`src/rtl/axis_flit_injector.sv`:
```
// AXI-Stream to NoC flit injector: holds one beat, serializes it LSB-slice first into flits and
// paces them against a downstream credit counter, with optional per-packet destination locking.
module axis_flit_injector #(
    parameter int unsigned TDATA_WIDTH          = 128,
    parameter int unsigned TDEST_WIDTH          = 4,
    parameter int unsigned TID_WIDTH            = 2,
    parameter int unsigned SERIALIZATION_FACTOR = 2,
    parameter int unsigned FLIT_BUFFER_DEPTH    = 2,
    parameter int unsigned DEST_FROM_FIRST_BEAT = 1,
    parameter int unsigned FLIT_WIDTH           = TDATA_WIDTH / SERIALIZATION_FACTOR,
    parameter int unsigned DEST_WIDTH           = TID_WIDTH + TDEST_WIDTH,
    parameter int unsigned CREDIT_WIDTH         = $clog2(FLIT_BUFFER_DEPTH + 1)
) (
    input  logic                    clk_noc,
    input  logic                    rst_noc_sync,
    input  logic                    axis_in_tvalid,
    output logic                    axis_in_tready,
    input  logic [TDATA_WIDTH-1:0]  axis_in_tdata,
    input  logic                    axis_in_tlast,
    input  logic [TID_WIDTH-1:0]    axis_in_tid,
    input  logic [TDEST_WIDTH-1:0]  axis_in_tdest,
    output logic [FLIT_WIDTH-1:0]   data_out,
    output logic [DEST_WIDTH-1:0]   dest_out,
    output logic                    is_tail_out,
    output logic                    send_out,
    input  logic                    credit_in,
    output logic [CREDIT_WIDTH-1:0] credits_avail,
    output logic                    pkt_active,
    output logic                    err_credit_overflow
);

    localparam int unsigned IdxW = (SERIALIZATION_FACTOR > 1) ? $clog2(SERIALIZATION_FACTOR) : 1;
    localparam logic [IdxW-1:0] IdxLast = IdxW'(SERIALIZATION_FACTOR - 1);
    localparam logic [CREDIT_WIDTH-1:0] CreditMax = CREDIT_WIDTH'(FLIT_BUFFER_DEPTH);
    localparam logic [CREDIT_WIDTH-1:0] CreditOne = CREDIT_WIDTH'(1);

    logic                    hold_valid_q, hold_valid_d;
    logic [IdxW-1:0]         idx_q, idx_d;
    logic [TDATA_WIDTH-1:0]  hold_data_q, hold_data_d;
    logic                    hold_last_q, hold_last_d;
    logic [DEST_WIDTH-1:0]   dest_q, dest_d;
    logic                    pkt_active_q, pkt_active_d;
    logic [CREDIT_WIDTH-1:0] credits_q, credits_d;
    logic                    err_q, err_d;
    logic [FLIT_WIDTH-1:0]   data_out_q, data_out_d;
    logic [DEST_WIDTH-1:0]   dest_out_q, dest_out_d;
    logic                    tail_q, tail_d;
    logic                    send_q, send_d;

    logic have_credit, last_slice, issue, accept;
    logic [FLIT_WIDTH-1:0] slice;

    assign have_credit = (credits_q != '0);
    assign last_slice  = (idx_q == IdxLast);
    assign issue       = hold_valid_q && have_credit;
    // Ready depends only on registered state (and reset), never on tvalid.
    assign axis_in_tready = !rst_noc_sync && (!hold_valid_q || (last_slice && have_credit));
    assign accept         = axis_in_tvalid && axis_in_tready;
    assign slice          = hold_data_q[32'(idx_q) * FLIT_WIDTH +: FLIT_WIDTH];

    always_comb begin
        hold_valid_d = hold_valid_q;
        idx_d        = idx_q;
        hold_data_d  = hold_data_q;
        hold_last_d  = hold_last_q;
        dest_d       = dest_q;
        pkt_active_d = pkt_active_q;
        credits_d    = credits_q;
        err_d        = err_q;
        data_out_d   = data_out_q;
        dest_out_d   = dest_out_q;
        tail_d       = tail_q;
        send_d       = 1'b0;

        if (issue) begin
            data_out_d = slice;
            dest_out_d = dest_q;
            tail_d     = hold_last_q && last_slice;
            send_d     = 1'b1;
            if (last_slice) begin
                hold_valid_d = 1'b0;
            end else begin
                idx_d = idx_q + IdxW'(1);
            end
        end

        // A reload on the final-slice edge overrides the clear above.
        if (accept) begin
            hold_valid_d = 1'b1;
            idx_d        = '0;
            hold_data_d  = axis_in_tdata;
            hold_last_d  = axis_in_tlast;
            pkt_active_d = !axis_in_tlast;
            if (DEST_FROM_FIRST_BEAT == 0 || !pkt_active_q) begin
                dest_d = {axis_in_tid, axis_in_tdest};
            end
        end

        case ({issue, credit_in})
            2'b10: credits_d = credits_q - CreditOne;
            2'b01: begin
                if (credits_q == CreditMax) begin
                    err_d = 1'b1;
                end else begin
                    credits_d = credits_q + CreditOne;
                end
            end
            default: ;
        endcase
    end

    always_ff @(posedge clk_noc) begin
        if (rst_noc_sync) begin
            hold_valid_q <= 1'b0;
            idx_q        <= '0;
            hold_data_q  <= '0;
            hold_last_q  <= 1'b0;
            dest_q       <= '0;
            pkt_active_q <= 1'b0;
            credits_q    <= CreditMax;
            err_q        <= 1'b0;
            data_out_q   <= '0;
            dest_out_q   <= '0;
            tail_q       <= 1'b0;
            send_q       <= 1'b0;
        end else begin
            hold_valid_q <= hold_valid_d;
            idx_q        <= idx_d;
            hold_data_q  <= hold_data_d;
            hold_last_q  <= hold_last_d;
            dest_q       <= dest_d;
            pkt_active_q <= pkt_active_d;
            credits_q    <= credits_d;
            err_q        <= err_d;
            data_out_q   <= data_out_d;
            dest_out_q   <= dest_out_d;
            tail_q       <= tail_d;
            send_q       <= send_d;
        end
    end

    assign data_out            = data_out_q;
    assign dest_out            = dest_out_q;
    assign is_tail_out         = tail_q;
    assign send_out            = send_q;
    assign credits_avail       = credits_q;
    assign pkt_active          = pkt_active_q;
    assign err_credit_overflow = err_q;

endmodule

```
`config.mk`:
```
export PLATFORM = sky130hd
export DESIGN_NAME = axis_flit_injector
export DESIGN_NICKNAME = d
export VERILOG_FILES = /design/src/rtl/axis_flit_injector.sv
export SDC_FILE = /design/constraint.sdc
export NUM_CORES = 1
export LEC_CHECK = 0
export CORE_MARGIN = 2
export CORE_UTILIZATION = 29
export DETAILED_ROUTE_END_ITERATION = 16
export SLEW_MARGIN = 25
export SYNTH_ARGS = -nofsm -noshare
export SYNTH_HDL_FRONTEND = slang
export SYNTH_SLANG_ARGS = --single-unit
```
`constraint.sdc`:
```
create_clock -name clk_noc -period 2.1 [get_ports clk_noc]
set_input_delay 0.42 -clock clk_noc [delete_from_list [all_inputs] [get_ports clk_noc]]
set_output_delay 0.42 -clock clk_noc [all_outputs]
set_load 0.03 [all_outputs]
```
=== Word-level counts from Yosys, hierarchy flattened ===
Index checks and enable logic that the tools add are counted.

* Flip-flop bits (word level): 213
* Output and inout port bits: 77
* Logic and storage cells: 46

* Add/subtract/negate cells: 3
* Equality and inequality tests: 4
* Shift operators: 1
* Multiplexer cells: 7
* Bitwise gates (word level): 1
* Reductions and logical operators: 18

{| class="wikitable"
|+ Operators with widths
! cell !! number
|-
| $shiftx A128 B8 Y64 || 1
|-
| $reduce_and A2 Y1 || 4
|-
| $reduce_bool A2 Y1 || 4
|-
| $logic_and A1 B1 Y1 || 5
|-
| $mux W1 || 5
|-
| $eq A2 B2 Y1 const B || 2
|-
| $pmux W2 S2 || 1
|-
| $logic_not A1 Y1 || 3
|-
| $add A2 B1 Y2 const B || 1
|-
| $eq A2 B1 Y1 const B || 1
|-
| $mux W2 || 1
|-
| $ne A2 B2 Y1 const B || 1
|-
| $reduce_or A2 Y1 || 1
|-
| $sub A2 B1 Y2 const B || 1
|-
| $add A1 B1 Y1 const B || 1
|-
| $logic_or A1 B1 Y1 || 1
|-
| $not A1 Y1 || 1
|}

=== Depth between registers and ports, before layout ===
Gate-level depths: netlist of the first run.

* Depth in word-level cells: 7
* Depth in mapped cells: 6

=== Worst setup path before layout of the first run ===
Ideal clock, no wire load.

* Path type: input to output
* From: in rst_noc_sync
* To: out axis_in_tready
* Arrival: 1433 ps
* Data required time: 1680 ps
* Slack: 247 ps
* Stages on the path: 4
* Cells stage by stage: buf_2 buf_2 buf_1 a21oi_1

* Longest elaborated chain between the ends: 2

{| class="wikitable"
|+ Ends and longest elaborated chain
! element !! RTL line !! source
|-
| from (decl) || 15 || <nowiki>input logic rst_noc_sync,</nowiki>
|-
| $logic_not A1 Y1 || 57 || <nowiki>assign axis_in_tready = !rst_noc_sync && (!hold_valid_q || (last_slice && have_credit));</nowiki>
|-
| $logic_and A1 B1 Y1 || 57 ||
|-
| to (decl) || 17 || <nowiki>output logic axis_in_tready,</nowiki>
|}

No other way between the ends.

=== Final worst setup path of the first run ===
* From: reg tail_q, in the netlist is_tail_out
* To: out is_tail_out

{| class="wikitable"
|+ RTL lines
! element !! RTL line !! source
|-
| from (decl) || 47 || <nowiki>logic tail_q, tail_d;</nowiki>
|-
| from (signal assigned) || 137 || <nowiki>tail_q <= tail_d;</nowiki>
|-
| to (decl) || 24 || <nowiki>output logic is_tail_out,</nowiki>
|}

No word-level cell between the ends.

==> qor.yml, run 1 <==
synth_async_sr_flop_share_pct: 0
internal_power_mw: 8.36
clock-root-buffer: "sky130_fd_sc_hd__clkbuf_16"
worst_skew_pair.late_latency_ns: 0.53
cp.buffers_inverters: 1
fp.dieH_um: 180
cts_tree: "built"
pin_count: 216
io_buffers: 215
syn-mean-instance-area_um2: 11.4
grt_pass1_vias: 6161
worstPathMaxFanout: 2
synth.net_count: 926
drt_iter0_markers: 189
cts_setup_buffers: 0
wl_per_cell_um: 15.3
clockPowerShare_pct: 42.1
worstReg2RegStart: "hold_valid_q"
place_hpwl_mm: 13.6
die_outline_area_mm2: 0.0324
critPathMaxStageDelay_ns: 0.74
top_achievable_clock_speed_mhz: 496
finalSetupTns_ns: 0
final_util_pct: 40.7
buffers_from_clock_root_to_sink_at_most: 3
synth_edf_count: 0
max-slew-margin-rel_pct: 53.6
placementRows: 64
timing.final.crit_share_pct: 96.0
timing.hold.worst.start: "rst_noc_sync"
yosysWarningCount: 0
drtPass1Iterations: 4
switching_power_mw: 2.77
powerDensity_mw_per_mm2: 896
layout.nets: 1120
total_leakage_power_nw: 4.92
floorplan.die.width_um: 180
numCtsBuffers: 25
power.switching_fraction_pct: 24.9
synthesis.instances: 787
route.detailed.drc: 0
final_antenna_net_count: 0
setup_viol: 0
crit_type: "flip-flop to primary output"
critical_path_arrival_ns: 1.60
detail_route.vias_per_cell: 4.36
vias_after_detailed_routing: 6079
gr-total-overflow: 0
timing.reg2reg.setup_slack_ns: 0.38
cts.sink_count: 213
outcome: "finished clean"
layout-drive-gt1-share_pct: 19.8
track_usage_pct: 12.8
grt_start_max_net_pins: 107
cp.required_ns: 1.68
synth.cell_area_mm2: 0.00897
antenna_violations_before_repair: 1
core_area_mm2: 0.0305
maxCapViolCount: 0
timing.critical_path.from_type: "flip-flop"
combinationalPowerShare_pct: 17.0
worstRegToRegCells: 4
gp_congestion: 0.705
critical-path-slowest-cell: "sky130_fd_sc_hd__clkdlybuf4s50_1"
power_mw: 11.1
flow.area_growth_from_synthesis_pct: 38.5
placed_area_mm2: 0.0115
finalHoldViolCount: 0
cts_hold_buf: 0
final.min_clock_period_ns: 2.02
timing.clock.skew_ns: 0.0223
reg2reg_to: "idx_q"
holdPathStages: 3
path_cells: "clkdlybuf4s50_1"
kind_of_path_behind_the_tightest_hold_check: "primary input to flip-flop"
rsz0062_at_grt: "no"
report.final.slew_viol_count: 0
path_clk_slew_ns: 0.06
synth_top_flop_cell: "sky130_fd_sc_hd__dfxtp_1"
wirelength_routed_mm: 21.3
max_slew.worst_pin.slew_ns: 0.691
crit_family: "buffers and inverters"
power.sequential.fraction_pct: 40.9
synth.distinct_cells: 28
worst_setup_path_end_kind: "primary output"
first_pass_grt_wire_length_mm: 34.1
clock_tree.htree_level_count: 1
synth-seq-cells: 213
final_area_mm2: 0.0124
start_util_pct: 29.4
hold-path-endpoint: "hold_valid_q"
synth_sequential_area_ratio_pct: 47.5
num_antenna_cells: 0
max_ir_drop_vdd_mv: 0.540
[cells by family after synthesis]
kind of cell,share of synthesized area [%]
AOI/OAI and AO/OA,6.80
muxes,28.3
and+or+nand+nor,13.4
buffers and inverters,3.93
DFF,47.5
[cells in the mapped netlist, drive strengths merged, types with 2 or more instances]
master  instances  area share (%)
nand2b          2            0.14
a211oi         65             5.4
mux2i          65             7.3
mux2          135              21
o21ai           4            0.26
clkbuf         23            0.96
buf            39             2.9
nor2           68             2.8
a21oi          11            0.61
dfxtp         213              48
a31oi           2            0.14
a21o            2            0.17
nand2          14            0.59
nor2b         136             9.5
[cell type report]
cell class | count | area (µm²)
fillers | 2981 | 18100
multi-input cells | 511 | 4370
flip-flops and latches | 213 | 4270
repair buffers | 229 | 2390
clock buffers | 32 | 692
well taps | 396 | 495
clock inverters | 12 | 205
inverters | 1 | 3.75
[flip-flops by register name, indices dropped and copies added (netlist names), 2 cells and up]
name	count
hold_data_q	128
dest_q	6
dest_out	6
data_out	64
credits_avail	2
[power by group through the flow]
stage / registers [mW] / clock network [mW] / logic (mW)
2_1_floorplan: 4.86 / 0 / 0.948
3_3_place_gp: 4.64 / 0 / 1.89
3_5_place_dp: 4.64 / 0 / 1.91
4_1_cts: 4.56 / 4.86 / 1.92
5_1_grt: 4.60 / 5.02 / 2.03
6_report: 4.56 / 4.69 / 1.89
[layer usage]
layer  vias up  wire length (µm)  GRT usage [%]
met3        33              1790           4.13
li1       3098                 -              -
met2       156              9310           20.1
met4         0               587           3.87
met1      2792              9650           16.8
met5         -                 0              0
[stage by stage]
step / hold slack (ns) / worst slack (ns) / instances
after floorplan: 0.427 / 0.247 / 787
after global placement: 0.432 / 0.111 / 1350
after detailed placement: 0.438 / 0.0853 / 1350
after CTS: 0.354 / 0.0274 / 1394
after global routing: 0.373 / 0.00656 / 1394
final: 0.377 / 0.0831 / 1394
[how the worst max path moves through the flow]
stage | from | end | depth (start not counted)
after global routing | dest_out[3] | dest_out[3] | 1
final | is_tail_out | is_tail_out | 1
after global placement | axis_in_tvalid | hold_data_q[60] | 5
after CTS | credits_avail[1] | axis_in_tready | 3
after floorplan | rst_noc_sync | axis_in_tready | 4
after detailed placement | axis_in_tvalid | hold_data_q[89] | 5
[layout by cell type (no fill, tap or decap), types with 2 or more instances in the layout]
cell type	n
sky130_fd_sc_hd__a21oi_1	11
sky130_fd_sc_hd__bufinv_16	5
sky130_fd_sc_hd__nand2_1	14
sky130_fd_sc_hd__clkbuf_8	4
sky130_fd_sc_hd__clkbuf_16	25
sky130_fd_sc_hd__a211oi_1	65
sky130_fd_sc_hd__dfxtp_1	210
sky130_fd_sc_hd__nor2_1	68
sky130_fd_sc_hd__clkinv_2	2
sky130_fd_sc_hd__dlygate4sd2_1	2
sky130_fd_sc_hd__o21ai_0	2
sky130_fd_sc_hd__mux2_2	36
sky130_fd_sc_hd__mux2_4	99
sky130_fd_sc_hd__nand2b_1	2
sky130_fd_sc_hd__a31oi_1	2
sky130_fd_sc_hd__clkinv_4	2
sky130_fd_sc_hd__buf_4	4
sky130_fd_sc_hd__mux2i_1	65
sky130_fd_sc_hd__clkbuf_1	3
sky130_fd_sc_hd__dfxtp_2	2
sky130_fd_sc_hd__clkdlybuf4s50_1	211
sky130_fd_sc_hd__buf_12	11
sky130_fd_sc_hd__nor2b_1	136
[repair_timing]
action,in CTS,in global routing
hold endpoints to repair,0,0
cloned,0,0
gates resized for setup,2,2
endpoints found under the setup margin,2,1
No activity file was read; power rests on OpenSTA's default activity.
==> inputs of run 2 (changes only) <==
--- a/config.mk
+++ b/config.mk
@@ -7,6 +7,7 @@
 export LEC_CHECK = 0
 export CORE_MARGIN = 2
 export CORE_UTILIZATION = 29
+export CTS_CLUSTER_SIZE = 10
 export DETAILED_ROUTE_END_ITERATION = 16
 export SLEW_MARGIN = 25
 export SYNTH_ARGS = -nofsm -noshare
==> run 2 against run 1 <==
Compared with the run above:
- combinational power is essentially flat
- worst setup slack lost 0.0051 ns
- via count decreased by 0.12%
- fmax is 0.25% lower
- cell area decreased by 1.1%
- clock power is 13% lower
- routed wire length is 0.41% higher
- die area stayed put
- critical path type unchanged
- critical endpoint is now pkt_active
- largest cell class unchanged
==> qor.yml, run 2 (synthesis results as in run 1) <==
outcome: "finished clean"
total_leakage_power_nw: 4.86
drtPass1Iterations: 4
grt_pass1_vias: 6199
finalSetupTns_ns: 0
start_util_pct: 29.4
die_outline_area_mm2: 0.0324
pin_count: 216
critical-path-slowest-cell: "sky130_fd_sc_hd__clkdlybuf4s50_1"
critical_path_arrival_ns: 1.60
critPathMaxStageDelay_ns: 0.72
buffers_from_clock_root_to_sink_at_most: 3
layout.nets: 1121
crit_type: "flip-flop to primary output"
timing.clock.skew_ns: 0.00845
cts_setup_buffers: 0
place_hpwl_mm: 13.6
post-route-worst-setup-slack_ns: 0.0779
first_pass_grt_wire_length_mm: 34.3
crit_family: "buffers and inverters"
max_ir_drop_vdd_mv: 0.583
layout.filler_cells: 2995
commonest_non_fill_non_tap_cells_in_the_layout: "211 x sky130_fd_sc_hd__clkdlybuf4s50_1, 210 x sky130_fd_sc_hd__dfxtp_1, 136 x sky130_fd_sc_hd__nor2b_1"
worstPathMaxFanout: 3
finalHoldViolCount: 0
final.min_clock_period_ns: 2.02
setup_viol: 0
largest_register_ffs: 128
grt_start_max_net_pins: 107
final_antenna_net_count: 0
numCtsBuffers: 26
mostFrequentLayoutCell: "sky130_fd_sc_hd__clkdlybuf4s50_1"
worst_skew_pair.late_latency_ns: 0.52
top_achievable_clock_speed_mhz: 495
maxCapViolCount: 0
powerDensity_mw_per_mm2: 858
route.detailed.drc: 0
core_area_mm2: 0.0305
placementRows: 64
dp_worst_setup_slack_ns: 0.0853
cp.required_ns: 1.68
worst_setup_path_end_kind: "primary output"
gp_congestion: 0.705
antenna_violations_before_repair: 1
detail_route.vias_per_cell: 4.37
seq_area_mm2: 0.00427
clock_tree.htree_level_count: 1
timing.final.crit_share_pct: 96.3
cp.buffers_inverters: 1
timing.critical_path.from_type: "flip-flop"
worst_hold_slack_ns: 0.368
cts_tree: "built"
drt_iter0_markers: 210
largest_register: "hold_data_q"
max_slew.worst_pin.slew_ns: 0.692
flow.area_growth_from_synthesis_pct: 37.0
fp.dieH_um: 180
vias_after_detailed_routing: 6072
track_usage_pct: 12.9
floorplan.die.width_um: 180
num_antenna_cells: 0
power_mw: 10.5
layout-drive-gt1-share_pct: 18.8
wirelength_routed_mm: 21.4
kind_of_path_behind_the_tightest_hold_check: "primary input to flip-flop"
clock-root-buffer: "sky130_fd_sc_hd__clkbuf_16"
wl_per_cell_um: 15.4
io_buffers: 215
path_clk_slew_ns: 0.06
max-slew-margin-rel_pct: 53.6
gr-total-overflow: 0
cts.sink_count: 213
path_cells: "clkdlybuf4s50_1"
report.final.slew_viol_count: 0
cts_hold_buf: 0
multi_input_combinational_cell_area_mm2: 0.00437
rsz0062_at_grt: "no"
## run 2: through the flow
step                cells  area [µm²]  utilization (%)
global placement     1350       11500             37.8
floorplan             787        8970                -
finish               1389       12300             40.3
detailed placement   1350       11500             37.8
global route         1389       12300             40.3
CTS                  1389       12300             40.3
## run 2: where the power goes
part	total [mW]	leakage [nW]	internal (mW)	switching, mW
Combinational	1.89	2.73	1.03	0.862
Clock	4.09	0.369	2.47	1.62
Sequential	4.56	1.76	4.39	0.173
Total	10.5	4.86	7.89	2.66
## run 2: final cells by class
type	count	area share, %
Sequential cell	213	34.7
Multi-Input combinational cell	511	35.6
Clock inverter	2	0.285
Inverter	1	0.0305
Timing Repair Buffer	229	19.5
Clock buffer	37	5.88
Tap cell	396	4.03
## run 2: repair_timing
action,CTS,global route
gates cloned,0,0
endpoints found under the setup margin,2,1
resized for setup,2,2
## run 2: worst paths after layout
path | start | end | slack (ns) | cells past startpoint
worst min register to register | dest_q[5] | dest_out[5] | 0.45 | 2
worst max-delay path | pkt_active | pkt_active | 0.08 | 1
worst min-delay path | rst_noc_sync | hold_valid_q | 0.37 | 3
worst max register to register | hold_valid_q | idx_q | 0.39 | 4
## run 2: layer usage
layer  global-route usage [%]  wire (µm)  vias up
met2                     20.3       9430      153
met3                     4.15       1760       40
met5                        0          0        -
met4                     3.84        541        0
li1                         -          -     3094
met1                     16.9       9700     2785
